===== src/rtl/cpu_pkg.sv =====
// Shared definitions for the basic CPU: instruction classes, opcode prefixes,
// ALU op codes, jump conditions and the encoder's load-sequencer states.
package cpu_pkg;

  localparam int INSTR_W    = 16;
  localparam int JMP_ADDR_W = 10;

  // Instruction classes as presented by the assembler/host
  typedef enum logic [1:0] {
    CLS_IMM = 2'b00,
    CLS_REG = 2'b01,
    CLS_JMP = 2'b10,
    CLS_ILL = 2'b11
  } class_e;

  // Control-unit opcode prefixes occupying the top of the instruction word
  localparam logic       PFX_IMM = 1'b1;
  localparam logic [2:0] PFX_REG = 3'b010;
  localparam logic [3:0] PFX_JMP = 4'b0001;

  // ALU operations; code 7 is reserved and never encoded
  typedef enum logic [2:0] {
    ALU_ADD  = 3'd0,
    ALU_SUB  = 3'd1,
    ALU_AND  = 3'd2,
    ALU_OR   = 3'd3,
    ALU_XOR  = 3'd4,
    ALU_SHL  = 3'd5,
    ALU_SHR  = 3'd6,
    ALU_RSVD = 3'd7
  } alu_op_e;

  // Jump conditions; code 3 is reserved
  typedef enum logic [1:0] {
    JC_ALWAYS = 2'd0,
    JC_Z      = 2'd1,
    JC_NZ     = 2'd2,
    JC_RSVD   = 2'd3
  } jmp_cond_e;

  // Word that the decoder treats as a no-write instruction
  localparam logic [INSTR_W-1:0] NOP_WORD = '0;

  // Program loader sequencer
  typedef enum logic [1:0] {
    ST_IDLE = 2'd0,
    ST_LOAD = 2'd1,
    ST_DONE = 2'd2
  } enc_state_e;

endpackage


===== src/rtl/instr_pack.sv =====
// Combinational instruction packer: assembled fields -> 16-bit control-unit word.
// Illegal field combinations produce the no-write word and raise illegal.
module instr_pack
  import cpu_pkg::*;
#(
  parameter int PC_W = 10
) (
  input  logic [1:0]         in_class,
  input  logic [2:0]         in_op,
  input  logic [3:0]         in_rd,
  input  logic [3:0]         in_rs,
  input  logic [7:0]         in_imm,
  input  logic [PC_W-1:0]    in_addr,
  output logic [INSTR_W-1:0] word,
  output logic               illegal
);

  logic [JMP_ADDR_W-1:0] jaddr;

  // Jump target field: zero-extended (or truncated) program address
  assign jaddr = JMP_ADDR_W'(in_addr);

  // Select the field layout by class and flag reserved codes
  always_comb begin
    word    = NOP_WORD;
    illegal = 1'b0;
    case (in_class)
      CLS_IMM: begin
        if (in_op == ALU_RSVD) illegal = 1'b1;
        else                   word = {PFX_IMM, in_op, in_imm, in_rd};
      end
      CLS_REG: begin
        if (in_op == ALU_RSVD) illegal = 1'b1;
        else                   word = {PFX_REG, in_op, 2'b00, in_rs, in_rd};
      end
      CLS_JMP: begin
        // Only conditions 0..2 exist; any larger op value is reserved
        if (in_op > {1'b0, JC_NZ}) illegal = 1'b1;
        else                       word = {PFX_JMP, in_op[1:0], jaddr};
      end
      default: illegal = 1'b1;
    endcase
  end

endmodule


===== src/rtl/prog_encoder.sv =====
// Program loader: accepts instruction fields over valid/ready, packs them and
// writes them sequentially into program memory while holding the CPU in reset.
module prog_encoder
  import cpu_pkg::*;
#(
  parameter int PC_W = 10
) (
  input  logic               clk,
  input  logic               reset,
  input  logic               start,
  input  logic               in_valid,
  output logic               in_ready,
  input  logic [1:0]         in_class,
  input  logic [2:0]         in_op,
  input  logic [3:0]         in_rd,
  input  logic [3:0]         in_rs,
  input  logic [7:0]         in_imm,
  input  logic [PC_W-1:0]    in_addr,
  input  logic               in_last,
  output logic               pm_we,
  output logic [PC_W-1:0]    pm_addr,
  output logic [INSTR_W-1:0] pm_wdata,
  output logic               cpu_hold,
  output logic               done,
  output logic               err,
  output logic [PC_W:0]      count
);

  enc_state_e          state, state_nx;
  logic [PC_W-1:0]     addr;
  logic                closing;
  logic                accept;
  logic                at_end;
  logic                finishing;
  logic [INSTR_W-1:0]  word;
  logic                illegal;

  instr_pack #(.PC_W(PC_W)) u_pack (
    .in_class (in_class),
    .in_op    (in_op),
    .in_rd    (in_rd),
    .in_rs    (in_rs),
    .in_imm   (in_imm),
    .in_addr  (in_addr),
    .word     (word),
    .illegal  (illegal)
  );

  // A start in the same cycle as a handshake discards that beat
  assign accept    = in_valid && in_ready && !start;
  assign at_end    = (addr == {PC_W{1'b1}});
  assign finishing = in_last || at_end;

  // State register
  always_ff @(posedge clk or posedge reset) begin
    if (reset) state <= ST_IDLE;
    else       state <= state_nx;
  end

  // Next state: leave LOAD only after the final write strobe has been issued
  always_comb begin
    state_nx = state;
    if (start) begin
      state_nx = ST_LOAD;
    end else begin
      case (state)
        ST_LOAD: if (closing) state_nx = ST_DONE;
        default: state_nx = state;
      endcase
    end
  end

  // State-decoded outputs; ready drops while the final write is in flight
  always_comb begin
    in_ready = (state == ST_LOAD) && !closing;
    cpu_hold = (state != ST_DONE);
    done     = (state == ST_DONE);
  end

  // Write port, address counter, word count and sticky error
  always_ff @(posedge clk or posedge reset) begin
    if (reset) begin
      pm_we    <= 1'b0;
      pm_addr  <= '0;
      pm_wdata <= '0;
      addr     <= '0;
      count    <= '0;
      err      <= 1'b0;
      closing  <= 1'b0;
    end else if (start) begin
      pm_we    <= 1'b0;
      addr     <= '0;
      count    <= '0;
      err      <= 1'b0;
      closing  <= 1'b0;
    end else begin
      pm_we   <= accept;
      closing <= accept && finishing;
      if (accept) begin
        pm_addr  <= addr;
        pm_wdata <= word;
        addr     <= addr + 1'b1;
        count    <= count + 1'b1;
        err      <= err | illegal | (at_end && !in_last);
      end
    end
  end

endmodule

===== config.mk =====
export PLATFORM = sky130hd
export DESIGN_NAME = prog_encoder
export DESIGN_NICKNAME = d
export VERILOG_FILES = /design/src/rtl/cpu_pkg.sv /design/src/rtl/instr_pack.sv /design/src/rtl/prog_encoder.sv
export SDC_FILE = /design/constraint.sdc
export NUM_CORES = 1
export LEC_CHECK = 0
export BUFFER_PORTS_ARGS = -buffer_cell sky130_fd_sc_hd__buf_2
export CAP_MARGIN = 20
export CORE_ASPECT_RATIO = 1.5
export CORE_MARGIN = 4
export CORE_UTILIZATION = 35
export CTS_CLUSTER_DIAMETER = 120
export DETAILED_ROUTE_END_ITERATION = 7
export SLEW_MARGIN = 40
export SYNTH_ARGS = -nofsm -noshare
export SYNTH_HDL_FRONTEND = slang
export SYNTH_SLANG_ARGS = --single-unit

===== constraint.sdc =====
create_clock -name clk -period 4.05 [get_ports clk]
set_input_delay 0.6075 -clock clk [delete_from_list [all_inputs] [get_ports clk]]
set_output_delay 0.6075 -clock clk [all_outputs]
set_load 0.02 [all_outputs]

# Word-level counts from Yosys, hierarchy flattened
# Cells that the tools add are included.
classes:
  addsub: 2
  magnitude_cmp: 1
  eq_ne: 7
  n_mux: 18
  bitwise_logic: 3
  reduce_logical: 16
op_table:
  columns: ["operator", "count"]
  rows:
  - ["$pmux W16 S3", 1]
  - ["$mux W11", 2]
  - ["$mux W10", 2]
  - ["$mux W16", 1]
  - ["$mux W15", 1]
  - ["$mux W13", 1]
  - ["$add A11 B1 Y11 const B", 1]
  - ["$add A10 B1 Y10 const B", 1]
  - ["$eq A10 B10 Y1 const B", 1]
  - ["$mux W1", 6]
  - ["$mux W2", 3]
  - ["$reduce_bool A2 Y1", 3]
  - ["$logic_and A1 B1 Y1", 5]
  - ["$eq A2 B1 Y1 const B", 2]
  - ["$eq A2 B2 Y1 const B", 2]
  - ["$reduce_and A2 Y1", 2]
  - ["$eq A3 B3 Y1 const B", 1]
  - ["$gt A3 B2 Y1 const B", 1]
  - ["$logic_not A1 Y1", 3]
  - ["$logic_not A2 Y1", 1]
  - ["$ne A2 B2 Y1 const B", 1]
  - ["$or A1 B1 Y1", 2]
  - ["$pmux W1 S2", 1]
  - ["$reduce_or A2 Y1", 1]
  - ["other kinds (2)", 2]
totals:
  register_bits: 52
  input_bits: 36

# Depth between registers and ports, before layout
# Gate-level depths: netlist of run 1.
logic_depth:
  word_depth: 7
  depth_mapped: 5

# Modules after synthesis
# A second synthesis of run 1 with hierarchy kept.
unflattened:
  hier_cells: 236
  area_unflattened_um2: 2712.6
by_module_without_submodules:
  columns: ["module", "instances", "cells_per_inst", "area_each_um2", "seq_area_each_um2"]
  rows:
  - ["prog_encoder", 1, 196, 2386.0, 1301.2]
  - ["instr_pack", 1, 40, 326.6, 0.0]

# Worst setup path after synthesis of run 1
# Ideal clock, no wire load.
synth_path:
  kind: "input to register"
  start: "in in_op[1]"
  end: "reg pm_wdata[8]"
  setup_ps: 95
  arrival_time_ps: 1545
  required_time_ps: 3955
  setup_slack_ps: 2410
  stages: 5
  path_cell_list: "clkbuf_1 a21oi_1 clkbuf_1 a32oi_1 o31ai_1"
synth_via:
  elab_chain_len: 3
synth_rtl:
  columns: ["element", "line", "text"]
  rows:
  - ["start: declaration", "prog_encoder.sv:14", "input logic [2:0] in_op,"]
  - ["$gt A3 B2 Y1 or $eq A3 B3 Y1 (tied branches)", "instr_pack.sv:38, instr_pack.sv:29", null]
  - ["$mux W13 or $mux W16 (tied branches)", "instr_pack.sv:38, instr_pack.sv:29", null]
  - ["$pmux W16 S3 *", "instr_pack.sv:27", "case (in_class)"]
  - ["end signal: assignment", "prog_encoder.sv:101", "pm_wdata <= word;"]
  - ["end: declaration", "prog_encoder.sv:22", "output logic [INSTR_W-1:0] pm_wdata,"]
# Every way passes the cells marked *; elsewhere a longest branch is shown, timed or not.
# A chain may end at the register's enable or synchronous reset.

# Worst setup path in the final report of run 1
layout_path:
  start: "reg closing"
  end: "reg pm_addr[0]"
layout_via:
  elab_chain_len: 5
layout_rtl:
  columns: ["element", "line", "text"]
  rows:
  - ["start: declaration", "prog_encoder.sv:31", "logic closing;"]
  - ["start signal: assignment", "prog_encoder.sv:98", "closing <= accept && finishing;"]
  - ["$logic_not A1 Y1", "prog_encoder.sv:75", "in_ready = (state == ST_LOAD) && !closing;"]
  - ["$logic_and A1 B1 Y1", "prog_encoder.sv:75", null]
  - ["$logic_and A1 B1 Y1 (2 in a row)", "prog_encoder.sv:50", "assign accept = in_valid && in_ready && !start;"]
  - ["$reduce_and A2 Y1 (no source line)", null, null]
  - ["end signal: assignment", "prog_encoder.sv:100", "pm_addr <= addr;"]
  - ["end: declaration", "prog_encoder.sv:21", "output logic [PC_W-1:0] pm_addr,"]
# No other way between the ends.

==> flow_summary.ini, run 1 <==
[run_status]
status = complete, no violations

[place]
portBuffers = 77
placed_area_um2 = 3060
dp_hpwl_um = 4419
gp_congestion = 0.7759

[power]
max-vdd-ir-drop_v = 0.0001620
power_uw = 1112
power.leakage_uw = 0.001502
p_per_area_nw_per_um2 = 352.7

[sta]
fin_tns_setup_ns = 0
rsz0062_at_grt = no
worstMarginPinSlew_ns = 0.8078
setup_viol = 0
max_freq_mhz = 451.8
hold_viol = 0
skew_ns = 0.006638
timing.final.crit_share_pct = 54.65
slew_headroom_pct = 46.14
min_period_ns = 2.213
maxSlewViolCount = 0

[logic_synthesis]
async_flop_share_pct = 100.0
synth-seq-area-share_pct = 49.74
syn_nets = 285
avgSynthCellArea_um2 = 10.59
synth-seq-cells = 52
synth_cell_types = 41
yosys_warnings = 0
syn_inst = 247
synth_edf_count = 0
netlist_area_um2 = 2616
yosys_most_used_dff = dfrtp_1

[clock_tree]
cts_resized = 0
cts_tree = done
htree_levels = 2
cts.reportedPaths.clkPinSlew_ns = 0.10
cts_hold_buf = 0
cts_num_sinks = 52
cts_buffers = 5
clock_latency_ns = 0.31
cts_setup_buffers = 0
cts-root-buf = clkbuf_8
clockBufferDepth = 2

[critical_path]
cpMostUsedCell = buf_4
crit_path_end_kind = flip-flop
crit_slowest_cell = or2_1
path_cells = nand4bb_4, buf_4, or2_1, buf_4, mux2_4
crit_required_ns = 4.25
critPathMaxStageDelay_ns = 0.49
crit_path_start_kind = flip-flop
critical_path_class = flip-flop to flip-flop
cp_max_fo = 49
worstPathArrival_ns = 2.41

[die]
core_um2 = 7274
rows = 38
dieHeight_um = 113.9
start_util_pct = 35.96
io_pins = 78
fp.dieW_um = 78.59
die_area_um2 = 8951

[grt]
grt_pass1_wl_um = 10010
antenna_found_initial = 0
grt_pass1_vias = 2071
grt_usage_pct = 13.72
grt_max_degree = 50
overflow = 0

[worst_hold_path]
hp-class = input port to async pin

[layout]
antenna_cells = 0
final_common_cell = buf_2
final_cell_mix = buf_2, dfrtp_1, o21ai_0, a21oi_1, mux2_2
n_fill_cell = 707
post-route-util_pct = 43.34
drive_above_1_share_pct = 35.44
nets = 353
syn_to_final_growth_pct = 20.52
design_area_um2 = 3153

[routing]
final_antenna_net_count = 0
drt_iter0_markers = 84
drt-total-wl_um = 6132
viasPerCell = 5.209
dr.pass1.iters = 4
drcViolationCount = 0
vias = 2167
wl_per_cell_um = 14.74

[job]
maxCapViolations = 0
-- area by class of cell --
cell class	instances	area [µm²]	share of cell area, %
repair buffers	81	415.4	13.17
clock inverters	2	10.01	0.3175
flip-flops and latches	52	1301	41.27
clock buffers	6	82.58	2.619
inverters	10	37.54	1.190
well taps	100	125.1	3.968
multi-input cells	165	1181	37.46
-- cell families after synthesis --
logic type	synth area share (%)
AO/OA/AOI/OAI	18.60
AND/OR/NAND/NOR	13.92
flip-flops	49.74
buffers and inverters	5.117
multiplexers	11.00
XOR/XNOR	0.6697
adder cells (fa/ha/maj)	0.9563
-- worst max-delay path: cells and delay by family (launching register included) --
kind / cells / cell delay [ns]
DFF: 1 / 0.41
and+or+nand+nor: 2 / 0.66
muxes: 1 / 0.31
buffers and inverters: 2 / 0.70
-- power by group --
group          internal, µW  total, µW  switching, µW  leakage [µW]
Clock                   137        307            170     0.0000510
Combinational          83.8        221            137      0.000749
Sequential              557        584           27.0      0.000703
-- synthesized netlist by cell type (2+ instances only) --
master | number | area share [%]
xor2_1 | 2 | 0.67
nand3_1 | 6 | 1.1
or3_1 | 5 | 1.2
nand2b_1 | 4 | 0.96
mux2_2 | 14 | 6.0
clkbuf_1 | 9 | 1.3
nor2_1 | 10 | 1.4
o32ai_1 | 2 | 0.67
buf_6 | 2 | 0.86
o21ai_0 | 27 | 5.2
or4_1 | 8 | 2.3
inv_1 | 10 | 1.4
nand4_1 | 4 | 0.96
mux2_4 | 6 | 3.4
ha_1 | 2 | 0.96
buf_1 | 4 | 0.57
buf_2 | 5 | 0.96
a21o_1 | 2 | 0.57
nand2_1 | 6 | 0.86
nor2b_1 | 5 | 1.2
o31ai_1 | 11 | 3.2
a21oi_1 | 16 | 3.1
a211oi_1 | 2 | 0.57
dfrtp_1 | 52 | 50
mux2i_1 | 4 | 1.5
a32oi_1 | 10 | 3.3
nor4_1 | 5 | 1.2
-- flip-flops by register name, summed over array words and instances, names as in the netlist --
name,cells
pm_wdata,16
count,11
addr,10
pm_addr,10
state,2
closing,1
err,1
pm_we,1
-- worst paths after layout --
kind | startpoint | end | slack [ns] | depth (start not counted)
min in group clk | pm_wdata[15] | pm_wdata[15] | 0.50 | 1
min | reset | pm_addr[8] | 0.26 | 2
max in group asynchronous | reset | pm_wdata[11] | 3.01 | 3
max reg2reg | closing | pm_addr[0] | 1.84 | 5
max | closing | pm_addr[0] | 1.84 | 5
min reg2reg | pm_wdata[15] | pm_wdata[15] | 0.50 | 1
-- metrics by stage --
step	cells	worst slack, ns	hold slack (ns)
CTS	416	1.808	0.2717
finish	416	1.837	0.2578
global placement	408	1.602	0.4874
floorplan	247	2.185	0.5181
global route	416	1.713	0.2817
detailed placement	408	1.600	0.4748
-- per-layer routing --
layer,vias up,track usage (%),share of wire [%]
li1,1052,-,-
met1,1047,17.40,43
met2,61,22.58,50
met3,7,3.002,5.8
met4,0,5.601,1.7
met5,-,0,0
(Power assumes the default switching activity.)
==> inputs of run 2 (changes only) <==
==> constraint.sdc (replaced) <==
create_clock -name clk -period 2.1 [get_ports clk]
set_input_delay 0.315 -clock clk [delete_from_list [all_inputs] [get_ports clk]]
set_output_delay 0.315 -clock clk [all_outputs]
set_load 0.02 [all_outputs]
==> run 2 against run 1 <==
Net effect: combinational power rose by 100%; sequential power rose by 92%; utilization rose by 1.0 points; maximum frequency rose by 31%; design area rose by 2.3%; global-route usage rose by 0.61 points; non-clock buffer count rose by 4; clock power rose by 130%; clock skew rose by 0.0032 ns; final cell count rose by 0.96%; critical path type unchanged; largest cell class unchanged.
==> flow_summary.ini, run 2 (synthesized netlist as in run 1, its figures left out) <==
[sta]
min_period_ns = 1.687
fin_tns_setup_ns = 0
skew_ns = 0.009810
timing.final.crit_share_pct = 80.34
maxSlewViolCount = 0
max_freq_mhz = 592.8
rsz0062_at_grt = no
worstMarginPinSlew_ns = 0.5598
slew_headroom_pct = 62.60
worst_slack_ns = 0.4130
setup_viol = 0
hold_viol = 0

[place]
dp_hpwl_um = 4404
gp_congestion = 0.7987
preCtsSetupSlack_ns = 0.4210
portBuffers = 77
placed_area_um2 = 3115

[power]
p_per_area_nw_per_um2 = 704.5
max-vdd-ir-drop_v = 0.0004660
power.leakage_uw = 0.001534

[clock_tree]
cts_resized = 0
clock_latency_ns = 0.32
cts_buffers = 5
clockBufferDepth = 2
cts_hold_buf = 0
cts_tree = done
htree_levels = 2
cts_num_sinks = 52
cts.reportedPaths.clkPinSlew_ns = 0.10
cts_setup_buffers = 0
cts-root-buf = clkbuf_8

[routing]
final_antenna_net_count = 0
drt-total-wl_um = 6235
drcViolationCount = 0
wl_per_cell_um = 14.85
drt_iter0_markers = 102
vias = 2191
dr.pass1.iters = 4
viasPerCell = 5.217

[grt]
gr-usage-met2_pct = 22.69
antenna_found_initial = 0
grt_pass1_vias = 2031
grt_busiest_layer = met2
grt_usage_pct = 14.33
overflow = 0
grt_pass1_wl_um = 10140
grt_max_degree = 53
grtUsageMet1_pct = 17.88
met3_usage_pct = 4.186

[critical_path]
crit_path_start_kind = flip-flop
crit_path_end_kind = flip-flop
critical_path_class = flip-flop to flip-flop
worstPathArrival_ns = 1.90
crit_required_ns = 2.32
cp_max_fo = 48

[layout]
reg_top3 = pm_wdata x16, count x11
design_area_um2 = 3227
largest_register = pm_wdata
largest_reg_flops = 16
final_common_cell = buf_2
final_cell_mix = buf_2, dfrtp_1, o21ai_0, a21oi_1, mux2_2
syn_to_final_growth_pct = 23.34
post-route-util_pct = 44.36
antenna_cells = 0
nets = 357
drive_above_1_share_pct = 36.25

[die]
rows = 38
core_um2 = 7274
start_util_pct = 35.96
dieHeight_um = 113.9
die_area_um2 = 8951
fp.dieW_um = 78.59
io_pins = 78

[run_status]
status = complete, no violations

[job]
maxCapViolations = 0

[worst_hold_path]
hp-class = input port to async pin
==> run 2: metal layers <==
layer  routed length [µm]  up-vias
li1                     -     1062
met1                 2652     1054
met2                 3020       64
met3                  410       11
met4                  152        0
met5                    0        -
==> run 2: critical path: stages, from the launching register on <==
cell and delay, ns:
dfrtp_1 0.42, nand4bb_4 0.25, buf_12 0.19, nor4_1 0.34
mux2_2 0.37
==> run 2: metrics by stage <==
step	power [µW]	hold slack (ns)	cells
global route	2391	0.02788	420
floorplan	1423	0.4458	247
finish	2273	0.02186	420
detailed placement	1595	0.3909	412
CTS	2300	0.03249	420
global placement	1589	0.3816	412
==> run 2: layout make-up <==
class | instances | area [µm²]
well taps | 100 | 125.1
fillers | 707 | 4048
inverters | 10 | 37.54
multi-input cells | 165 | 1181
clock inverters | 3 | 42.54
clock buffers | 5 | 68.82
flip-flops and latches | 52 | 1301
repair buffers | 85 | 470.5
==> run 2: power by group <==
group	total, µW	switching (µW)	leakage, µW	internal (µW)
sequential	1120	50.2	0.000703	1070
combinational	445	270	0.000777	175
clock	704	351	0.0000541	353
==> run 2: worst paths after layout <==
kind                         startpoint            to  slack, ns  depth (start not counted)
setup / recovery                closing       addr[9]       0.41                          4
min in group clk                in_last       closing       0.27                          2
setup reg to reg                closing       addr[9]       0.41                          4
hold / removal                    reset  pm_wdata[10]       0.02                          3
hold reg to reg            pm_wdata[15]  pm_wdata[15]       0.49                          1
max in group asynchronous         reset   pm_wdata[2]       1.82                          3
